### src/rtl/program_loader_pkg.sv
// rtl/program_loader_pkg.sv - shared state encoding and default UART reply bytes for the program loader
package loader_pkg;

  typedef enum logic [2:0] {
    S_LEN,
    S_DATA,
    S_ACK,
    S_RUN,
    S_ERR
  } state_t;

  localparam logic [7:0] DEFAULT_ACK_BYTE = 8'hAA;
  localparam logic [7:0] DEFAULT_ERR_BYTE = 8'hEE;

endpackage

### src/rtl/program_loader_if.sv
// rtl/program_loader_if.sv - UART byte, instruction-memory and core-control bundle for the program loader
interface loader_if;
  logic        rx_valid;
  logic [7:0]  rx_data;
  logic        tx_valid;
  logic [7:0]  tx_data;
  logic        tx_ready;
  logic        imem_we;
  logic [31:0] imem_addr;
  logic [31:0] imem_wdata;
  logic        core_rst;
  logic        loading;
  logic        err;

  // The loader itself
  modport master (
    input  rx_valid, rx_data, tx_ready,
    output tx_valid, tx_data, imem_we, imem_addr, imem_wdata, core_rst, loading, err
  );

  // UART, instruction memory and core surrounding the loader
  modport slave (
    output rx_valid, rx_data, tx_ready,
    input  tx_valid, tx_data, imem_we, imem_addr, imem_wdata, core_rst, loading, err
  );
endinterface

### src/rtl/byte_assembler.sv
// rtl/byte_assembler.sv - packs four strobed bytes into a little-endian 32-bit word
module byte_assembler (
  input  logic        clk,
  input  logic        clr,
  input  logic        in_valid,
  input  logic [7:0]  in_data,
  output logic        word_valid,
  output logic [31:0] word_data
);

  logic [1:0]  cnt;
  logic [23:0] low_bytes;

  // The 4th byte completes the word in the same cycle so the caller can register it directly
  assign word_valid = in_valid && (cnt == 2'd3);
  assign word_data  = {in_data, low_bytes};

  // Collect the three low bytes; the counter wraps 3->0 as each word completes
  always_ff @(posedge clk) begin
    if (clr) begin
      cnt       <= 2'd0;
      low_bytes <= 24'd0;
    end else if (in_valid) begin
      case (cnt)
        2'd0:    low_bytes[7:0]   <= in_data;
        2'd1:    low_bytes[15:8]  <= in_data;
        2'd2:    low_bytes[23:16] <= in_data;
        default: low_bytes        <= low_bytes;
      endcase
      cnt <= cnt + 2'd1;
    end
  end

endmodule

### src/rtl/program_loader.sv
// rtl/program_loader.sv - boot loader: UART image to instruction memory, then ACK and core release
module program_loader
  import loader_pkg::*;
#(
  parameter int unsigned IMEM_WORDS = 16384,
  parameter logic [7:0]  ACK_BYTE   = DEFAULT_ACK_BYTE,
  parameter logic [7:0]  ERR_BYTE   = DEFAULT_ERR_BYTE
) (
  input  logic clk,
  input  logic rst,
  loader_if.master bus
);

  state_t      state;
  state_t      state_nx;
  logic [31:0] word_cnt;
  logic [31:0] word_idx;
  logic        err_sent;
  logic        asm_in_valid;
  logic        word_valid;
  logic [31:0] asm_word;
  logic        tx_fire;

  assign tx_fire = bus.tx_valid && bus.tx_ready;

  // Bytes only reach the assembler while a length or a still-expected data word is being received
  assign asm_in_valid = bus.rx_valid &&
                        ((state == S_LEN) || ((state == S_DATA) && (word_idx != word_cnt)));

  byte_assembler u_asm (
    .clk        (clk),
    .clr        (rst),
    .in_valid   (asm_in_valid),
    .in_data    (bus.rx_data),
    .word_valid (word_valid),
    .word_data  (asm_word)
  );

  // State register
  always_ff @(posedge clk) begin
    if (rst) begin
      state <= S_LEN;
    end else begin
      state <= state_nx;
    end
  end

  // Next-state decode; S_DATA leaves one cycle after the final write, once the index has reached N
  always_comb begin
    state_nx = state;
    case (state)
      S_LEN: begin
        if (word_valid) begin
          if (asm_word > 32'(IMEM_WORDS)) begin
            state_nx = S_ERR;
          end else if (asm_word == 32'd0) begin
            state_nx = S_ACK;
          end else begin
            state_nx = S_DATA;
          end
        end
      end
      S_DATA: begin
        if (word_idx == word_cnt) begin
          state_nx = S_ACK;
        end
      end
      S_ACK: begin
        if (tx_fire) begin
          state_nx = S_RUN;
        end
      end
      S_RUN:   state_nx = S_RUN;
      S_ERR:   state_nx = S_ERR;
      default: state_nx = S_LEN;
    endcase
  end

  // Registered outputs, word index and the TX holding register, all derived from the upcoming state
  always_ff @(posedge clk) begin
    if (rst) begin
      bus.imem_we    <= 1'b0;
      bus.imem_addr  <= 32'd0;
      bus.imem_wdata <= 32'd0;
      bus.tx_valid   <= 1'b0;
      bus.tx_data    <= 8'd0;
      bus.core_rst   <= 1'b1;
      bus.loading    <= 1'b0;
      bus.err        <= 1'b0;
      word_cnt       <= 32'd0;
      word_idx       <= 32'd0;
      err_sent       <= 1'b0;
    end else begin
      bus.imem_we <= 1'b0;
      if ((state == S_LEN) && word_valid) begin
        word_cnt <= asm_word;
        word_idx <= 32'd0;
      end
      if ((state == S_DATA) && word_valid) begin
        bus.imem_we    <= 1'b1;
        bus.imem_addr  <= {word_idx[29:0], 2'b00};
        bus.imem_wdata <= asm_word;
        word_idx       <= word_idx + 32'd1;
      end
      if (state_nx == S_ACK) begin
        bus.tx_valid <= 1'b1;
        bus.tx_data  <= ACK_BYTE;
      end else if ((state_nx == S_ERR) && !err_sent && !tx_fire) begin
        bus.tx_valid <= 1'b1;
        bus.tx_data  <= ERR_BYTE;
      end else begin
        bus.tx_valid <= 1'b0;
      end
      if ((state == S_ERR) && tx_fire) begin
        err_sent <= 1'b1;
      end
      bus.core_rst <= (state_nx != S_RUN);
      bus.loading  <= (state_nx == S_LEN) || (state_nx == S_DATA);
      bus.err      <= (state_nx == S_ERR);
    end
  end

endmodule

### src/flat_wrapper.sv
// flat-port wrapper written by rule: the top's interface ports become plain ports
module program_loader_flat import loader_pkg::*;
#(
  parameter int unsigned IMEM_WORDS = 16384,
  parameter logic [7:0]  ACK_BYTE   = DEFAULT_ACK_BYTE,
  parameter logic [7:0]  ERR_BYTE   = DEFAULT_ERR_BYTE
)
  (clk, rst, bus_rx_valid, bus_rx_data, bus_tx_ready, bus_tx_valid, bus_tx_data, bus_imem_we, bus_imem_addr, bus_imem_wdata, bus_core_rst, bus_loading, bus_err);
  loader_if bus_i ();
  input  logic clk;
  input  logic rst;
  input wire logic [$bits(bus_i.rx_valid)-1:0] bus_rx_valid;
  input wire logic [$bits(bus_i.rx_data)-1:0] bus_rx_data;
  input wire logic [$bits(bus_i.tx_ready)-1:0] bus_tx_ready;
  output wire logic [$bits(bus_i.tx_valid)-1:0] bus_tx_valid;
  output wire logic [$bits(bus_i.tx_data)-1:0] bus_tx_data;
  output wire logic [$bits(bus_i.imem_we)-1:0] bus_imem_we;
  output wire logic [$bits(bus_i.imem_addr)-1:0] bus_imem_addr;
  output wire logic [$bits(bus_i.imem_wdata)-1:0] bus_imem_wdata;
  output wire logic [$bits(bus_i.core_rst)-1:0] bus_core_rst;
  output wire logic [$bits(bus_i.loading)-1:0] bus_loading;
  output wire logic [$bits(bus_i.err)-1:0] bus_err;
  assign bus_i.rx_valid = bus_rx_valid;
  assign bus_i.rx_data = bus_rx_data;
  assign bus_i.tx_ready = bus_tx_ready;
  assign bus_tx_valid = bus_i.tx_valid;
  assign bus_tx_data = bus_i.tx_data;
  assign bus_imem_we = bus_i.imem_we;
  assign bus_imem_addr = bus_i.imem_addr;
  assign bus_imem_wdata = bus_i.imem_wdata;
  assign bus_core_rst = bus_i.core_rst;
  assign bus_loading = bus_i.loading;
  assign bus_err = bus_i.err;
  program_loader #(.IMEM_WORDS(IMEM_WORDS), .ACK_BYTE(ACK_BYTE), .ERR_BYTE(ERR_BYTE)) u_core (.clk(clk), .rst(rst), .bus(bus_i));
endmodule
### config.mk
export PLATFORM = sky130hd
export DESIGN_NAME = program_loader_flat
export DESIGN_NICKNAME = d
export VERILOG_FILES = /design/src/rtl/program_loader_pkg.sv /design/src/rtl/program_loader_if.sv /design/src/rtl/byte_assembler.sv /design/src/rtl/program_loader.sv /design/src/flat_wrapper.sv
export SDC_FILE = /design/constraint.sdc
export NUM_CORES = 1
export LEC_CHECK = 0
export ABC_AREA = 1
export CAP_MARGIN = 10
export CORE_MARGIN = 3
export CORE_UTILIZATION = 55
export DETAILED_ROUTE_END_ITERATION = 7
export PLACE_DENSITY = 0.9
export SLEW_MARGIN = 15
export SYNTH_ARGS = -nofsm -noshare
export SYNTH_HDL_FRONTEND = slang
export SYNTH_SLANG_ARGS = --single-unit
### constraint.sdc
create_clock -name clk -period 5.2 [get_ports clk]
set_input_delay 1.04 -clock clk [delete_from_list [all_inputs] [get_ports clk]]
set_output_delay 1.04 -clock clk [all_outputs]
set_load 0.01 [all_outputs]
After elaboration in Yosys (flattened, before gate mapping)
Index checks and enable logic that the tools add are counted.

cells by class
  $add $sub $neg = 2
  magnitude comparators = 1
  reductions and logical operators = 23
  equality and inequality tests = 13
  multiplexer cells = 13

operator list
  kind                                                                     number
  32-bit two-way mux                                                       2
  32-bit by 1-bit adder with 32-bit output (second input constant)         1
  32-bit == test                                                           1
  32-bit by 15-bit > comparator with 1-bit output (second input constant)  1
  32-bit logical NOT                                                       1
  32-bit != test                                                           1
  8-bit two-way mux                                                        2
  3-bit one-hot mux with 5 select lines                                    1
  3-bit two-way mux                                                        4
  3-bit by 2-bit == test with 1-bit output (second input constant)         3
  1-bit logical AND                                                        9
  3-bit by 1-bit == test with 1-bit output (second input constant)         2
  3-bit == test (second input constant)                                    2
  3-bit logical NOT                                                        2
  2-bit AND reduction                                                      3
  2-bit == test (second input constant)                                    2
  2-bit nonzero test                                                       2
  1-bit two-way mux                                                        3
  3-bit by 2-bit != test with 1-bit output (second input constant)         1
  2-bit by 1-bit adder with 2-bit output (second input constant)           1
  2-bit by 1-bit == test with 1-bit output (second input constant)         1
  1-bit logical NOT                                                        2
  2-bit logical NOT                                                        1
  1-bit logical OR                                                         2
  2 further kinds                                                          2

word-level totals
  output and inout port bits = 77
  word-level logic and storage cells = 69
  input port bits = 12
  flip-flop bits (word level) = 166

Depth between registers and ports, before layout
  depth after elaboration = 12
  depth in mapped cells = 19
  gate-level depth less buffers = 18

By module
Synthesis repeated with hierarchy kept, for this count alone.

second synthesis, totals
  cell total of the unflattened synthesis = 1035
  area total of the unflattened synthesis = 7357.1 um^2

by module, submodules not included
  module          cells each  area an instance (um^2)  times used  sequential area each (um^2)
  program_loader  857         6179.7                   1           2742.6
  byte_assembler  178         1177.4                   1           520.5

Least setup slack after synthesis
Ideal clock, no wire load.

  path kind = input to register
  from = input port bus_rx_data[0]
  to = register u_core.bus.tx_data[5]
  path slack = 3.098 ns
  required time = 5.086 ns
  data arrival time = 1.988 ns
  stages on the path = 10
  setup time = 0.114 ns
  path buffers = 0
  path through = nor2_1 nand4_1 nor2_1 nand3_1 o41ai_1 nor2_1 nand2_1 nand2_1 nand2_1 nand2_1

on the way
  cells in the longest elaborated chain, start to end = 9
  elaborated cells on any way between the ends = 12
  classes of those cells = 1 x order compare; 2 x eq/ne; 5 x mux; 4 x reduce/logical

RTL lines
  element                                                                                  line                     source
  from (decl)                                                                              flat_wrapper.sv:13       input wire logic [$bits(bus_i.rx_data)-1:0] bus_rx_data;
  branches (longest 2 deep; another with 32-bit by 15-bit > comparator with 1-bit output)  --
  3-bit two-way mux (*)                                                                    program_loader.sv:54     if (asm_word > 32'(IMEM_WORDS)) begin
  3-bit two-way mux (*)                                                                    program_loader.sv:53     if (word_valid) begin
  3-bit one-hot mux with 5 select lines (*)                                                program_loader.sv:51     case (state)
  3-bit == test                                                                            program_loader.sv:108    end else if ((state_nx == S_ERR) && !err_sent && !tx_fire) begin
  1-bit logical AND (2 in a row)                                                           program_loader.sv:108
  2-bit nonzero test (no source line)                                                      --
  to (signal assigned)                                                                     program_loader.sv:86     bus.tx_data <= 8'd0;
  to (signal assigned)                                                                     program_loader.sv:107    bus.tx_data <= ACK_BYTE;
  to (signal assigned)                                                                     program_loader.sv:110    bus.tx_data <= ERR_BYTE;
  to (decl)                                                                                program_loader_if.sv:18  output tx_valid, tx_data, imem_we, imem_addr, imem_wdata, core_rst, loading, err

Mark *: on every way between the ends.
A chain may end at the register's enable or synchronous reset.

Final worst setup path
  from = register u_core.state[1]
  to = register u_core.bus.imem_wdata[28]

on the way
  cells in the longest elaborated chain, start to end = 6
  elaborated cells on any way between the ends = 7
  classes of those cells = 1 x eq/ne; 6 x reduce/logical

RTL lines
  element                                   line                                        source
  from (decl)                               program_loader.sv:14                        state_t state;
  from (signal assigned)                    program_loader.sv:44                        state <= state_nx;
  3-bit by 1-bit == test with 1-bit output  program_loader.sv:28, program_loader.sv:99
  1-bit logical AND                         program_loader.sv:28                        ((state == S_LEN) || ((state == S_DATA) && (word_idx != word_cnt)));
  1-bit logical OR                          program_loader.sv:28
  1-bit logical AND                         program_loader.sv:27                        assign asm_in_valid = bus.rx_valid &&
  1-bit logical AND                         byte_assembler.sv:15                        assign word_valid = in_valid && (cnt == 2'd3);
  1-bit logical AND (*)                     program_loader.sv:99                        if ((state == S_DATA) && word_valid) begin
  to (signal assigned)                      program_loader.sv:102                       bus.imem_wdata <= asm_word;
  to (decl)                                 program_loader_if.sv:18

Mark *: on every way between the ends. The rest lies on a longest branch, timed or not.

==> results.json <==
{
  "post-route-period-util_pct": 58.9,
  "finalHoldViolations": 0,
  "clock_path_buffers": 2,
  "synth_seq_cells": 163,
  "cts_tree": "built",
  "dieArea_um2": 14500,
  "numCtsBuffers": 17,
  "nets": 1039,
  "critPathCaptureType": "register",
  "io_buffers": 84,
  "placed_cell_area_um2": 7920,
  "postCtsSetupBuffers": 0,
  "dp_cells": 1175,
  "drt-total-wl_um": 18800,
  "grt_max_degree": 100,
  "worst-setup-path-type": "register to register",
  "grt_overflow": 0,
  "tightest_slew_ns": 0.987,
  "syn_avg_cell_area_um2": 7.35,
  "worstPathRequired_ns": 5.56,
  "avgRoutedWirePerCell_um": 15.6,
  "io_pins": 89,
  "synth_cell_type_count": 34,
  "dieHeight_um": 120,
  "clock_skew_ns": 0.00798,
  "cts_sinks": 163,
  "synth_top_area_share_pct": 45.3,
  "ctsRootBufferMaster": "clkbuf_16",
  "insertion_delay_ns": 0.43,
  "place_hpwl_um": 12700,
  "fin_crit_ns": 3.06,
  "grt_pass1_wl_um": 31300,
  "drt_first_pass_iters": 8,
  "coreArea_um2": 12700,
  "stdcell_area_um2": 8500,
  "die-width_um": 120,
  "fmax_mhz": 326,
  "antenna_found_initial": 0,
  "rsz0062_at_grt": "false",
  "path_max_fanout": 99,
  "worstPathArrival_ns": 3.42,
  "remaining_drc_errors": 0,
  "ys_seq_area_share_pct": 45.3,
  "postCtsHoldBufs": 0,
  "vias": 6711,
  "start_kind": "register",
  "start_util_pct": 56.6,
  "run_status": "complete, no violations",
  "drtIter0Drc": 627,
  "reg2reg_slack_ns": 2.14,
  "hp-class": "register to register",
  "viasPerCell": 5.57,
  "p_leak_nw": 3.01,
  "synth_top_cells_by_area": "dfxtp_1 (45%), nand2_1 (11%), a21oi_1 (10%)",
  "grt_pass1_vias": 6455,
  "yosysTopAreaCell": "dfxtp_1",
  "area_delta_synth_final_pct": 18.1,
  "ys_warn_count": 0,
  "maxCapViolations": 0,
  "stdcell_count": 1205,
  "fillers": 1091,
  "relSlewSlack_pct": 34.0,
  "synthesis.area_um2": 7200,
  "clk_pin_slew_ns": 0.06,
  "multiInputGateArea_um2": 3330,
  "syn_inst": 979,
  "drv_slew": 0,
  "fin_hold_ws_ns": 0.465,
  "layout-drive-gt1-share_pct": 6.10,
  "antenna_left": 0,
  "rows": 41,
  "cellPowerDensity_nw_per_um2": 313,
  "utilization_pct": 66.8,
  "seq_area_um2": 3260,
  "diodes": 0,
  "finalSetupTns_ns": 0,
  "peakVddDrop_mv": 0.210,
  "cts_resized": 0,
  "finalSetupViolCount": 0,
  "gp_congestion": 0.926,
  "htreeDepth": 4,
  "gr-usage-all-layers_pct": 26.9
}
## where the power goes
| part | switching (mW) | internal, mW | leakage [nW] | total (mW) |
|---|---|---|---|---|
| logic | 0.0999 | 0.0462 | 1.42 | 0.146 |
| registers | 0.0161 | 1.27 | 1.32 | 1.28 |
| clock network | 0.488 | 0.742 | 0.272 | 1.23 |
| total | 0.604 | 2.06 | 3.01 | 2.66 |
## critical path, cell delays in order, from the launching register on
cell     delay, ns
dfxtp_1       0.33
nor2_1        0.13
inv_2         0.06
nor2_1        0.74
inv_2         0.08
nand2_2       0.14
nand2_4       0.09
nor2_8        0.24
nand2_4       0.09
inv_4         0.67
nand2_1       0.18
a21oi_1       0.17
## cell usage after synthesis
cell type,instances
o21bai_1,1
or3_1,1
inv_4,1
conb_1,1
nor2_2,3
xnor2_1,26
nand4_2,1
buf_6,2
nor4_1,5
ha_1,5
nor3_1,16
nand3_1,42
inv_1,49
a22oi_1,7
a21oi_1,148
o41ai_1,1
buf_4,20
buf_2,23
nand3_2,1
nor2_4,2
nor2_1,116
xor2_1,15
nor3_2,2
nand2_1,216
o21ai_0,28
dfxtp_1,163
nand2_2,3
inv_2,15
o21ai_1,28
nand2_4,2
nand4_1,12
o31ai_1,1
clkbuf_1,22
nor2_8,1
## cells in the final DEF, fill, tap and decap left out
master and n:
nand2_1 216, dfxtp_1 163, a21oi_1 148, nor2_1 116, clkdlybuf4s50_1 83, inv_1 49
nand3_1 42, o21ai_0 28, o21ai_1 28, xnor2_1 26, clkbuf_16 17, nor3_1 16
inv_2 15, xor2_1 15, nand4_1 12, a22oi_1 7, nor4_1 5, ha_1 5
buf_4 5, conb_1 4, nand2_2 3, nor2_2 3, clkbuf_1 3, clkinvlp_4 3
clkbuf_8 3, nand2_4 2, nor3_2 2, nor2_4 2, bufinv_16 2, o21bai_1 1
o41ai_1 1, nor2_8 1, inv_4 1, or3_1 1, nand4_2 1, nand3_2 1
o31ai_1 1, inv_6 1, clkinv_4 1
## logic make-up (layout without fill, tap and decap cells)
logic type / count (synthesis) / after routing / share of synthesized area (%)
adders and majority gates: 5 / 5 / 0.869
and+or+nand+nor: 423 / 423 / 24.9
buffers and inverters: 132 / 183 / 8.57
DFF: 163 / 163 / 45.3
AOI/OAI and AO/OA: 214 / 214 / 15.2
other: 1 / 4 / 0.0521
xor gates and xnor gates: 41 / 41 / 4.99
## per-stage QoR
step | power (mW) | setup WS (ns)
after floorplan | 1.41 | 3.10
after global placement | 1.45 | 2.11
after detailed placement | 1.45 | 2.03
after CTS | 2.66 | 2.21
after global routing | 2.73 | 1.87
final | 2.66 | 2.14
## path summary, 6_finish.rpt
kind | start | end | depth (start not counted)
setup / recovery | u_core.state[1] | u_core.bus.imem_wdata[28] | 11
setup reg to reg | u_core.state[1] | u_core.bus.imem_wdata[28] | 11
hold / removal | u_core.bus.imem_addr[21] | u_core.bus.imem_addr[21] | 2
hold reg to reg | u_core.bus.imem_addr[21] | u_core.bus.imem_addr[21] | 2
## layer usage
metal / track usage (%) / part of all wire [%] / vias up
met5: 0 / 0 / -
met4: 11.8 / 3.2 / 0
met3: 6.22 / 8.2 / 62
met2: 43.9 / 48 / 328
met1: 34.1 / 41 / 3062
li1: - / - / 3259
## state kept, by name, indices dropped and copies added, names as in the netlist
register,count
u_core.state,3
u_core.u_asm.cnt,2
u_core.word_cnt,32
u_core.bus.imem_wdata,32
u_core.bus.loading,1
u_core.bus.imem_addr,30
u_core.bus.imem_we,1
u_core.bus.tx_data,2
u_core.bus.err,1
u_core.bus.tx_valid,1
u_core.bus.core_rst,1
u_core.u_asm.low_bytes,24
u_core.word_idx,32
u_core.err_sent,1
## layout make-up
cell class	count	area share (%)
multi-input cells	687	39.2
flip-flops and latches	163	38.4
repair buffers	88	10.2
clock buffers	23	5.62
inverters	65	2.90
well taps	172	2.53
clock inverters	7	1.18
No activity file was read; power rests on OpenSTA's default activity.
